===== src/rtl/bellek_erisim.sv =====
// bellek_erisim: memory-access stage between execute and write-back.
// Issues one data-memory transaction per load/store; other results pass through one register.
module bellek_erisim #(
  parameter int ZAMAN_ASIMI = 255
) (
  input  logic        clk_i,
  input  logic        rst_i,
  input  logic        giris_gecerli_i,
  input  logic [5:0]  islem_kodu_i,
  input  logic [31:0] sonuc_i,
  input  logic [31:0] yazmac_degeri2_i,
  input  logic [4:0]  hedef_yazmac_i,
  input  logic        yazmac_yaz_i,
  output logic        durdur_o,
  output logic        bellek_istek_o,
  output logic        bellek_yaz_o,
  output logic [31:0] bellek_adres_o,
  output logic [31:0] bellek_veri_o,
  output logic [3:0]  bellek_maske_o,
  input  logic        bellek_hazir_i,
  input  logic [31:0] bellek_veri_i,
  output logic        cikis_gecerli_o,
  output logic [31:0] cikis_veri_o,
  output logic [4:0]  cikis_yazmac_o,
  output logic        cikis_yaz_o,
  output logic        hizasiz_o,
  output logic        zaman_asimi_o
);

  // Memory opcode encodings; these must match the decoder's operation table.
  localparam logic [5:0] MEM_LB  = 6'h20;
  localparam logic [5:0] MEM_LH  = 6'h21;
  localparam logic [5:0] MEM_LW  = 6'h22;
  localparam logic [5:0] MEM_LBU = 6'h23;
  localparam logic [5:0] MEM_LHU = 6'h24;
  localparam logic [5:0] MEM_SB  = 6'h25;
  localparam logic [5:0] MEM_SH  = 6'h26;
  localparam logic [5:0] MEM_SW  = 6'h27;

  localparam int CW = $clog2(ZAMAN_ASIMI + 1);
  localparam logic [CW-1:0] LIMIT = CW'(ZAMAN_ASIMI - 1);

  typedef enum logic {BOSTA, ISTEK} durum_t;

  durum_t        state, state_next;
  logic [CW-1:0] count;
  logic [5:0]    op_hold;
  logic [1:0]    addr_low;
  logic [4:0]    rd_hold;
  logic          is_mem, is_store, aligned, accept, start, done, expired;
  logic [3:0]    mask_calc;
  logic [31:0]   store_data, load_data;
  logic [7:0]    load_byte;
  logic [15:0]   load_half;

  always_comb begin
    is_mem     = 1'b0;
    is_store   = 1'b0;
    aligned    = 1'b1;
    mask_calc  = 4'b0000;
    store_data = 32'b0;
    case (islem_kodu_i)
      MEM_LB, MEM_LBU: is_mem = 1'b1;
      MEM_LH, MEM_LHU: begin
        is_mem  = 1'b1;
        aligned = ~sonuc_i[0];
      end
      MEM_LW: begin
        is_mem  = 1'b1;
        aligned = (sonuc_i[1:0] == 2'b00);
      end
      MEM_SB: begin
        is_mem     = 1'b1;
        is_store   = 1'b1;
        mask_calc  = 4'b0001 << sonuc_i[1:0];
        store_data = {4{yazmac_degeri2_i[7:0]}};
      end
      MEM_SH: begin
        is_mem     = 1'b1;
        is_store   = 1'b1;
        aligned    = ~sonuc_i[0];
        mask_calc  = 4'b0011 << sonuc_i[1:0];
        store_data = {2{yazmac_degeri2_i[15:0]}};
      end
      MEM_SW: begin
        is_mem     = 1'b1;
        is_store   = 1'b1;
        aligned    = (sonuc_i[1:0] == 2'b00);
        mask_calc  = 4'b1111;
        store_data = yazmac_degeri2_i;
      end
      default: ;
    endcase
  end

  assign accept  = giris_gecerli_i && (state == BOSTA);
  assign start   = accept && is_mem && aligned;
  assign done    = (state == ISTEK) && bellek_hazir_i;
  assign expired = (state == ISTEK) && !bellek_hazir_i && (count == LIMIT);

  // Lane selection uses the address bits captured at accept time.
  always_comb begin
    load_byte = bellek_veri_i[{addr_low, 3'b000} +: 8];
    load_half = bellek_veri_i[{addr_low[1], 4'b0000} +: 16];
    case (op_hold)
      MEM_LB:  load_data = {{24{load_byte[7]}}, load_byte};
      MEM_LBU: load_data = {24'b0, load_byte};
      MEM_LH:  load_data = {{16{load_half[15]}}, load_half};
      MEM_LHU: load_data = {16'b0, load_half};
      MEM_LW:  load_data = bellek_veri_i;
      default: load_data = 32'b0;
    endcase
  end

  always_ff @(posedge clk_i) begin
    if (!rst_i) state <= BOSTA;
    else        state <= state_next;
  end

  always_comb begin
    state_next = state;
    case (state)
      BOSTA: if (start) state_next = ISTEK;
      ISTEK: if (bellek_hazir_i || (count == LIMIT)) state_next = BOSTA;
      default: state_next = BOSTA;
    endcase
  end

  always_comb begin
    durdur_o = (state != BOSTA);
  end

  always_ff @(posedge clk_i) begin
    if (!rst_i)                              count <= '0;
    else if (start)                          count <= '0;
    else if (state == ISTEK && !bellek_hazir_i) count <= count + 1'b1;
  end

  always_ff @(posedge clk_i) begin
    if (!rst_i) begin
      bellek_istek_o  <= 1'b0;
      bellek_yaz_o    <= 1'b0;
      bellek_adres_o  <= 32'b0;
      bellek_veri_o   <= 32'b0;
      bellek_maske_o  <= 4'b0;
      cikis_gecerli_o <= 1'b0;
      cikis_veri_o    <= 32'b0;
      cikis_yazmac_o  <= 5'b0;
      cikis_yaz_o     <= 1'b0;
      hizasiz_o       <= 1'b0;
      zaman_asimi_o   <= 1'b0;
      op_hold         <= 6'b0;
      addr_low        <= 2'b0;
      rd_hold         <= 5'b0;
    end else begin
      cikis_gecerli_o <= 1'b0;
      cikis_yaz_o     <= 1'b0;
      hizasiz_o       <= 1'b0;
      zaman_asimi_o   <= 1'b0;
      if (accept && !is_mem) begin
        cikis_gecerli_o <= 1'b1;
        cikis_veri_o    <= sonuc_i;
        cikis_yazmac_o  <= hedef_yazmac_i;
        cikis_yaz_o     <= yazmac_yaz_i && (hedef_yazmac_i != 5'd0);
      end else if (accept && !aligned) begin
        cikis_gecerli_o <= 1'b1;
        cikis_veri_o    <= 32'b0;
        cikis_yazmac_o  <= hedef_yazmac_i;
        hizasiz_o       <= 1'b1;
      end else if (start) begin
        bellek_istek_o <= 1'b1;
        bellek_yaz_o   <= is_store;
        bellek_adres_o <= {sonuc_i[31:2], 2'b00};
        bellek_veri_o  <= store_data;
        bellek_maske_o <= mask_calc;
        op_hold        <= islem_kodu_i;
        addr_low       <= sonuc_i[1:0];
        rd_hold        <= hedef_yazmac_i;
      end else if (done || expired) begin
        bellek_istek_o  <= 1'b0;
        bellek_yaz_o    <= 1'b0;
        bellek_adres_o  <= 32'b0;
        bellek_veri_o   <= 32'b0;
        bellek_maske_o  <= 4'b0;
        cikis_gecerli_o <= 1'b1;
        cikis_yazmac_o  <= rd_hold;
        zaman_asimi_o   <= expired;
        if (done && !bellek_yaz_o) begin
          cikis_veri_o <= load_data;
          cikis_yaz_o  <= (rd_hold != 5'd0);
        end else begin
          cikis_veri_o <= 32'b0;
        end
      end
    end
  end

endmodule


===== config.mk =====
export PLATFORM = sky130hd
export DESIGN_NAME = bellek_erisim
export DESIGN_NICKNAME = d
export VERILOG_FILES = /design/src/rtl/bellek_erisim.sv
export SDC_FILE = /design/constraint.sdc
export NUM_CORES = 1
export LEC_CHECK = 0
export ABC_AREA = 0
export BUFFER_PORTS_ARGS = -buffer_cell sky130_fd_sc_hd__buf_2
export CAP_MARGIN = 10
export CORE_ASPECT_RATIO = 1.4
export CORE_MARGIN = 3
export CORE_UTILIZATION = 45
export DETAILED_ROUTE_END_ITERATION = 16
export PLACE_DENSITY = 0.8
export REMOVE_ABC_BUFFERS = 1
export SLEW_MARGIN = 10
export SYNTH_ARGS = -nofsm -noshare
export SYNTH_HDL_FRONTEND = slang
export SYNTH_SLANG_ARGS = --single-unit

===== constraint.sdc =====
create_clock -name clk_i -period 1.8 [get_ports clk_i]
set_input_delay 0.36 -clock clk_i [delete_from_list [all_inputs] [get_ports clk_i]]
set_output_delay 0.36 -clock clk_i [all_outputs]
set_load 0.03 [all_outputs]

---- Yosys cells after proc, flatten, opt, wreduce, memory -nomap -nowiden ----
Index checks and enable logic that the tools add are counted.
word-level totals
  register bits ........................... 133
  input port bits ......................... 112
  output and inout port bits .............. 112
cells by class
  mux-type cells .......................... 36
  equality and inequality tests ........... 15
  reductions and logical operators ........ 31
  shift-type cells ........................ 4
  bitwise logic cells ..................... 6
  add/sub/neg operators ................... 1
operator list
  operator               number
  $mux W32               8
  $pmux W32 S5           1
  $pmux W32 S3           1
  $eq A6 B6 Y1 const B   13
  $shiftx A32 B6 Y16     1
  $shiftx A32 B6 Y8      1
  $mux W5                4
  $mux W1                17
  $pmux W4 S3            1
  $logic_and A1 B1 Y1    10
  $reduce_bool A5 Y1     2
  $add A8 B1 Y8 const B  1
  $eq A8 B8 Y1 const B   1
  $mux W4                2
  $reduce_or A8 Y1       1
  $not A1 Y1             6
  $reduce_and A3 Y1      2
  $reduce_or A2 Y1       3
  $reduce_or A3 Y1       2
  $reduce_or A5 Y1       1
  $logic_not A1 Y1       4
  $pmux W1 S2            2
  $shl A1 B2 Y4 const A  1
  $shl A2 B2 Y4 const A  1
  6 further kinds        7

---- Depth between registers and ports, before layout ----
  depth in word-level cells ............... 8
  mapped depth ............................ 9
  gate-level depth less buffers ........... 7

---- Worst setup path before layout ----
No wires, ideal clock.
  path kind ............................... input to register
  start ................................... input port islem_kodu_i[3]
  end ..................................... register bellek_veri_o[28]
  library setup time ...................... 0.117 ns
  data required time ...................... 1.683 ns
  cell stages on the path ................. 6
  arrival ................................. 1.810 ns
  buffers on the path ..................... 2
  setup slack ............................. -0.127 ns
  cells stage by stage .................... or3b_2 > clkbuf_1 > a211oi_2 > nor3_4 > buf_2 > a22o_1
on the way
  word-level cells in the longest chain between the ends .. 7
RTL lines
  what                                                               line          text
  start: declaration                                                 9             input logic [5:0] islem_kodu_i,
  $eq A6 B6 Y1                                                       62            case (islem_kodu_i)
  $reduce_or A8 Y1 (no source line), or another cell as far along    --
  $mux W1 or $pmux W1 S2 (tied branches)                             62
  $logic_and A1 B1 Y1, or another cell as far along                  97            assign start = accept && is_mem && aligned;
  $logic_and A1 B1 Y1 (on tied branches)                             97, 160, 165
  $reduce_bool A2 Y1 (no source line) or $not A1 Y1 (tied branches)  --
  $reduce_and A3 Y1 (no source line)                                 --
  end signal: assignment                                             174           bellek_veri_o <= store_data;
  end: declaration                                                   18            output logic [31:0] bellek_veri_o,
Parallel ways exist; a longest one is shown, timed or not.
A chain may end at the register's enable or synchronous reset.

---- Final worst setup path ----
  start ................................... register op_hold[2]
  end ..................................... register cikis_veri_o[25]
on the way
  word-level cells in the longest chain between the ends .. 7
RTL lines
  what                      line  text
  start: declaration        47    logic [5:0] op_hold;
  start signal: assignment  176   op_hold <= islem_kodu_i;
  $eq A6 B6 Y1              105   case (op_hold)
  $pmux W32 S5 (*)          105
  $mux W32 (*)              188   if (done && !bellek_yaz_o) begin
  $mux W32 (*)              179   end else if (done || expired) begin
  $mux W32 (*)              170   end else if (start) begin
  $mux W32 (*)              165   end else if (accept && !aligned) begin
  $mux W32 (*)              160   if (accept && !is_mem) begin
  end signal: assignment    162   cikis_veri_o <= sonuc_i;
  end signal: assignment    189   cikis_veri_o <= load_data;
  end: declaration          23    output logic [31:0] cikis_veri_o,
Every way passes the cells marked *; elsewhere a longest branch is shown, timed or not. The select of a mux whose other input is x is not followed.

==> impl_metrics.ini <==
[timing]
setup_total_negative_slack_ns = -0.471
timing.max_slew.rel_slack_pct = 60.0
worst_slack_ns = -0.0945
hold-worst-slack_ns = 0.192
timing.final.crit_share_pct = 105
report.final.setup_viol = 14
slew_viol_final = 0
finalCriticalPeriod_ns = 1.89
fmax_mhz = 528
rsz0062_at_grt = yes
timing.clock.skew_ns = 0.0152
finalHoldViolations = 0
worst-slew-pin-transition_ns = 0.599

[outcome]
result_of_the_run = finished, violations left
failed_checks = setup timing

[synthesis]
synth_adder_area_share_pct = 0.424
netlist.top_cell.by_area = dfxtp_1
synth-main-ff-cell = dfxtp_1
share_of_the_synthesized_netlist_area_taken_by_xor_and_xnor_gates_pct = 1.33
synth_enable_flop_cells = 0
yosys-top-cells-area = dfxtp_1, a21oi_1, a22oi_1, nand2_1, mux2i_1
count_of_cell_types_in_the_netlist = 56
synth_mux_area_share_pct = 5.12
synth_top_cell_area_share_pct = 44.4
synth.yosys.warnings = 0
postSynthAreaPerCell_um2 = 8.73
ys_async_sr_fraction_pct = 0
ys_seq_elements = 131
syn-cell-area_mm2 = 0.00591
ys_seq_area_share_pct = 44.4
post_synth_inst_count = 677
synth_compound_area_share_pct = 27.7
largest_family_of_logic_cells_by_synthesized_area = compound AO/OA/AOI/OAI gates
post_synth_and_or_nand_nor_area_fraction_pct = 16.2

[floorplanning]
die_h_um = 142
dieWidth_um = 103
placeable_core_region_mm2 = 0.0126
initial_utilization_pct = 46.8
i_o_pin_count = 224
design.die.area_mm2 = 0.0146
placement_rows = 48

[worst_setup_path]
start_kind = flop
worst-endpoint-required_ns = 2.12
critical_path.top_delay_family = simple AND/OR/NAND/NOR gates
timing.critical_path.slowest_cell_delay_ns = 0.55
cp_data_arrival_time_ns = 2.22
worst-setup-path-type = flop to flop
critical-path-slowest-cell = or4b_4
maximum_fanout_along_the_worst_path = 5
worstPathCellList = or4b_4 -> buf_6 -> nor2_2 -> nand3_2 -> or2_4 -> a31oi_1
worst_setup_path_end_kind = flop
worst-path-buf-inv = 1

[clocking]
cts_tree = done
numClockSinks = 131
htree_levels = 4
clkLatencyLatePin_ns = 0.42
clock_path_buffers = 2
clkSlewWorstSetupHoldPaths_ns = 0.06
ctsHoldBuffers = 0
cts_buffers = 17
cts_root_buffer = clkbuf_16

[power]
leakage_nw = 3.75
vdd.ir_drop.worst_mv = 0.744
p_per_area_mw_per_mm2 = 886

[layout]
area.growth.synth_to_final_pct = 45.7
mostFrequentLayoutCell = buf_2
layout.cells.most_common_list = buf_2, dfxtp_1, a21oi_1, nand2_1, buf_4
fin_cells = 1114
drive_gt1_share_pct = 42.2
finish.net_count = 1064

[drt]
routed-via-count = 6572
drt_iter0_markers = 431
viasPerCell = 5.90
detail_route.wirelength_mm = 21.3
routedWlPerCell_um = 19.2
drc_errors = 0
drt_pre_antenna_iters = 5
ant_nets = 0

[global_routing]
grt.total_usage_pct = 27.2
grt_antenna_before_repair = 1
pin_count_of_the_biggest_net_entering_global_routing = 55
via_count_of_the_first_global_routing_pass = 6349
grt_first_pass_wirelength_mm = 31.3
grt_overflow_total = 0

[place]
post-dp-hpwl_mm = 14.5
dp_cells = 1065
preCtsSetupSlack_ns = -0.599
placement.io_buffers = 221
place_congestion = 0.851

[hold_path]
worstHoldPathType = input port to flop

[flow_run]
maxCapViolCount = 0
-- registers in the layout, indices dropped and copies added (netlist names) --
signal	flops
addr_low	2
bellek_adres_o	30
bellek_istek_o	1
bellek_maske_o	4
bellek_veri_o	32
bellek_yaz_o	1
cikis_gecerli_o	1
cikis_veri_o	32
cikis_yaz_o	1
cikis_yazmac_o	5
count	8
durdur_o	1
hizasiz_o	1
op_hold	6
rd_hold	5
zaman_asimi_o	1
-- cells in the mapped netlist (all sizes together) (2+ instances only) --
cell type  count
o21a           4
inv            4
o21ai         20
o2bb2ai       16
mux2          10
and3           3
ha             2
nand4          6
a22o          17
and4           2
a31oi         10
nor4           3
xnor2          2
nand2b         4
o211ai         3
or4            2
a22oi         42
dfxtp        131
a21o          11
mux2i         19
nor2          29
a211oi         4
buf           23
nand2         78
xor2           7
nor3           9
or3b           4
a21oi         82
nor4b          2
o22ai         16
nor3b          2
nor2b          6
or2            4
or3            2
nand3         35
clkbuf        40
a221oi        15
-- path summary, 6_finish.rpt --
kind	from	to	slack, ns	cells after the start
max	op_hold[2]	cikis_veri_o[25]	-0.09	6
min	sonuc_i[25]	bellek_adres_o[25]	0.19	3
max reg2reg	op_hold[2]	cikis_veri_o[25]	-0.09	6
min reg2reg	bellek_maske_o[2]	bellek_maske_o[2]	0.45	1
-- layer usage --
| metal | GRT usage (%) | wire (um) |
|---|---|---|
| met5 | 0 | 0 |
| met4 | 12.7 | 883 |
| met3 | 6.49 | 1500 |
| met2 | 47.6 | 10800 |
| met1 | 30.6 | 8130 |
-- through the flow --
stage	instance area [um2]	util [%]	power [mW]
detailed placement	7590	60.2	4.10
global route	8610	68.3	7.88
CTS	8300	65.8	7.55
global placement	7590	60.2	4.08
finish	8610	68.3	7.63
floorplan	5640	-	3.60
-- area by class of cell --
cell class | count | area, um2
fill | 1000 | 4000
clock inverter | 8 | 100
timing repair buffer | 314 | 1970
tap | 150 | 188
clock buffer | 24 | 492
sequential | 131 | 2630
inverter | 4 | 15.0
multi-input combinational | 482 | 3220
antenna | 1 | 2.50
-- timing repair --
item,CTS,global route
buffers inserted,2,9
gates cloned,2,3
gates resized for setup,22,39
pin swaps,7,15
endpoints found under the setup margin,61,65
-- where the power goes --
part / internal, mW / total (mW) / switching, mW
clock: 2.18 / 3.46 / 1.28
combinational: 0.460 / 1.14 / 0.676
sequential: 2.99 / 3.04 / 0.0482
total: 5.63 / 7.63 / 2.00
-- kinds of logic (layout without fill, tap and decap cells) --
family,Yosys count,count (layout)
mux,29,29
flops,131,131
fa+ha+maj,2,2
other cells,1,3
compound gates,245,245
xor+xnor,9,9
simple gates,193,195
buf+inv,67,350
-- worst reg2reg max path: stages, from the launching register on --
cell and delay, ns:
dfxtp_2 0.34, or4b_4 0.55, buf_6 0.15, nor2_2 0.10, nand3_2 0.13, or2_4 0.32
a31oi_1 0.21
Note: power is estimated with default switching activity, not from simulation.
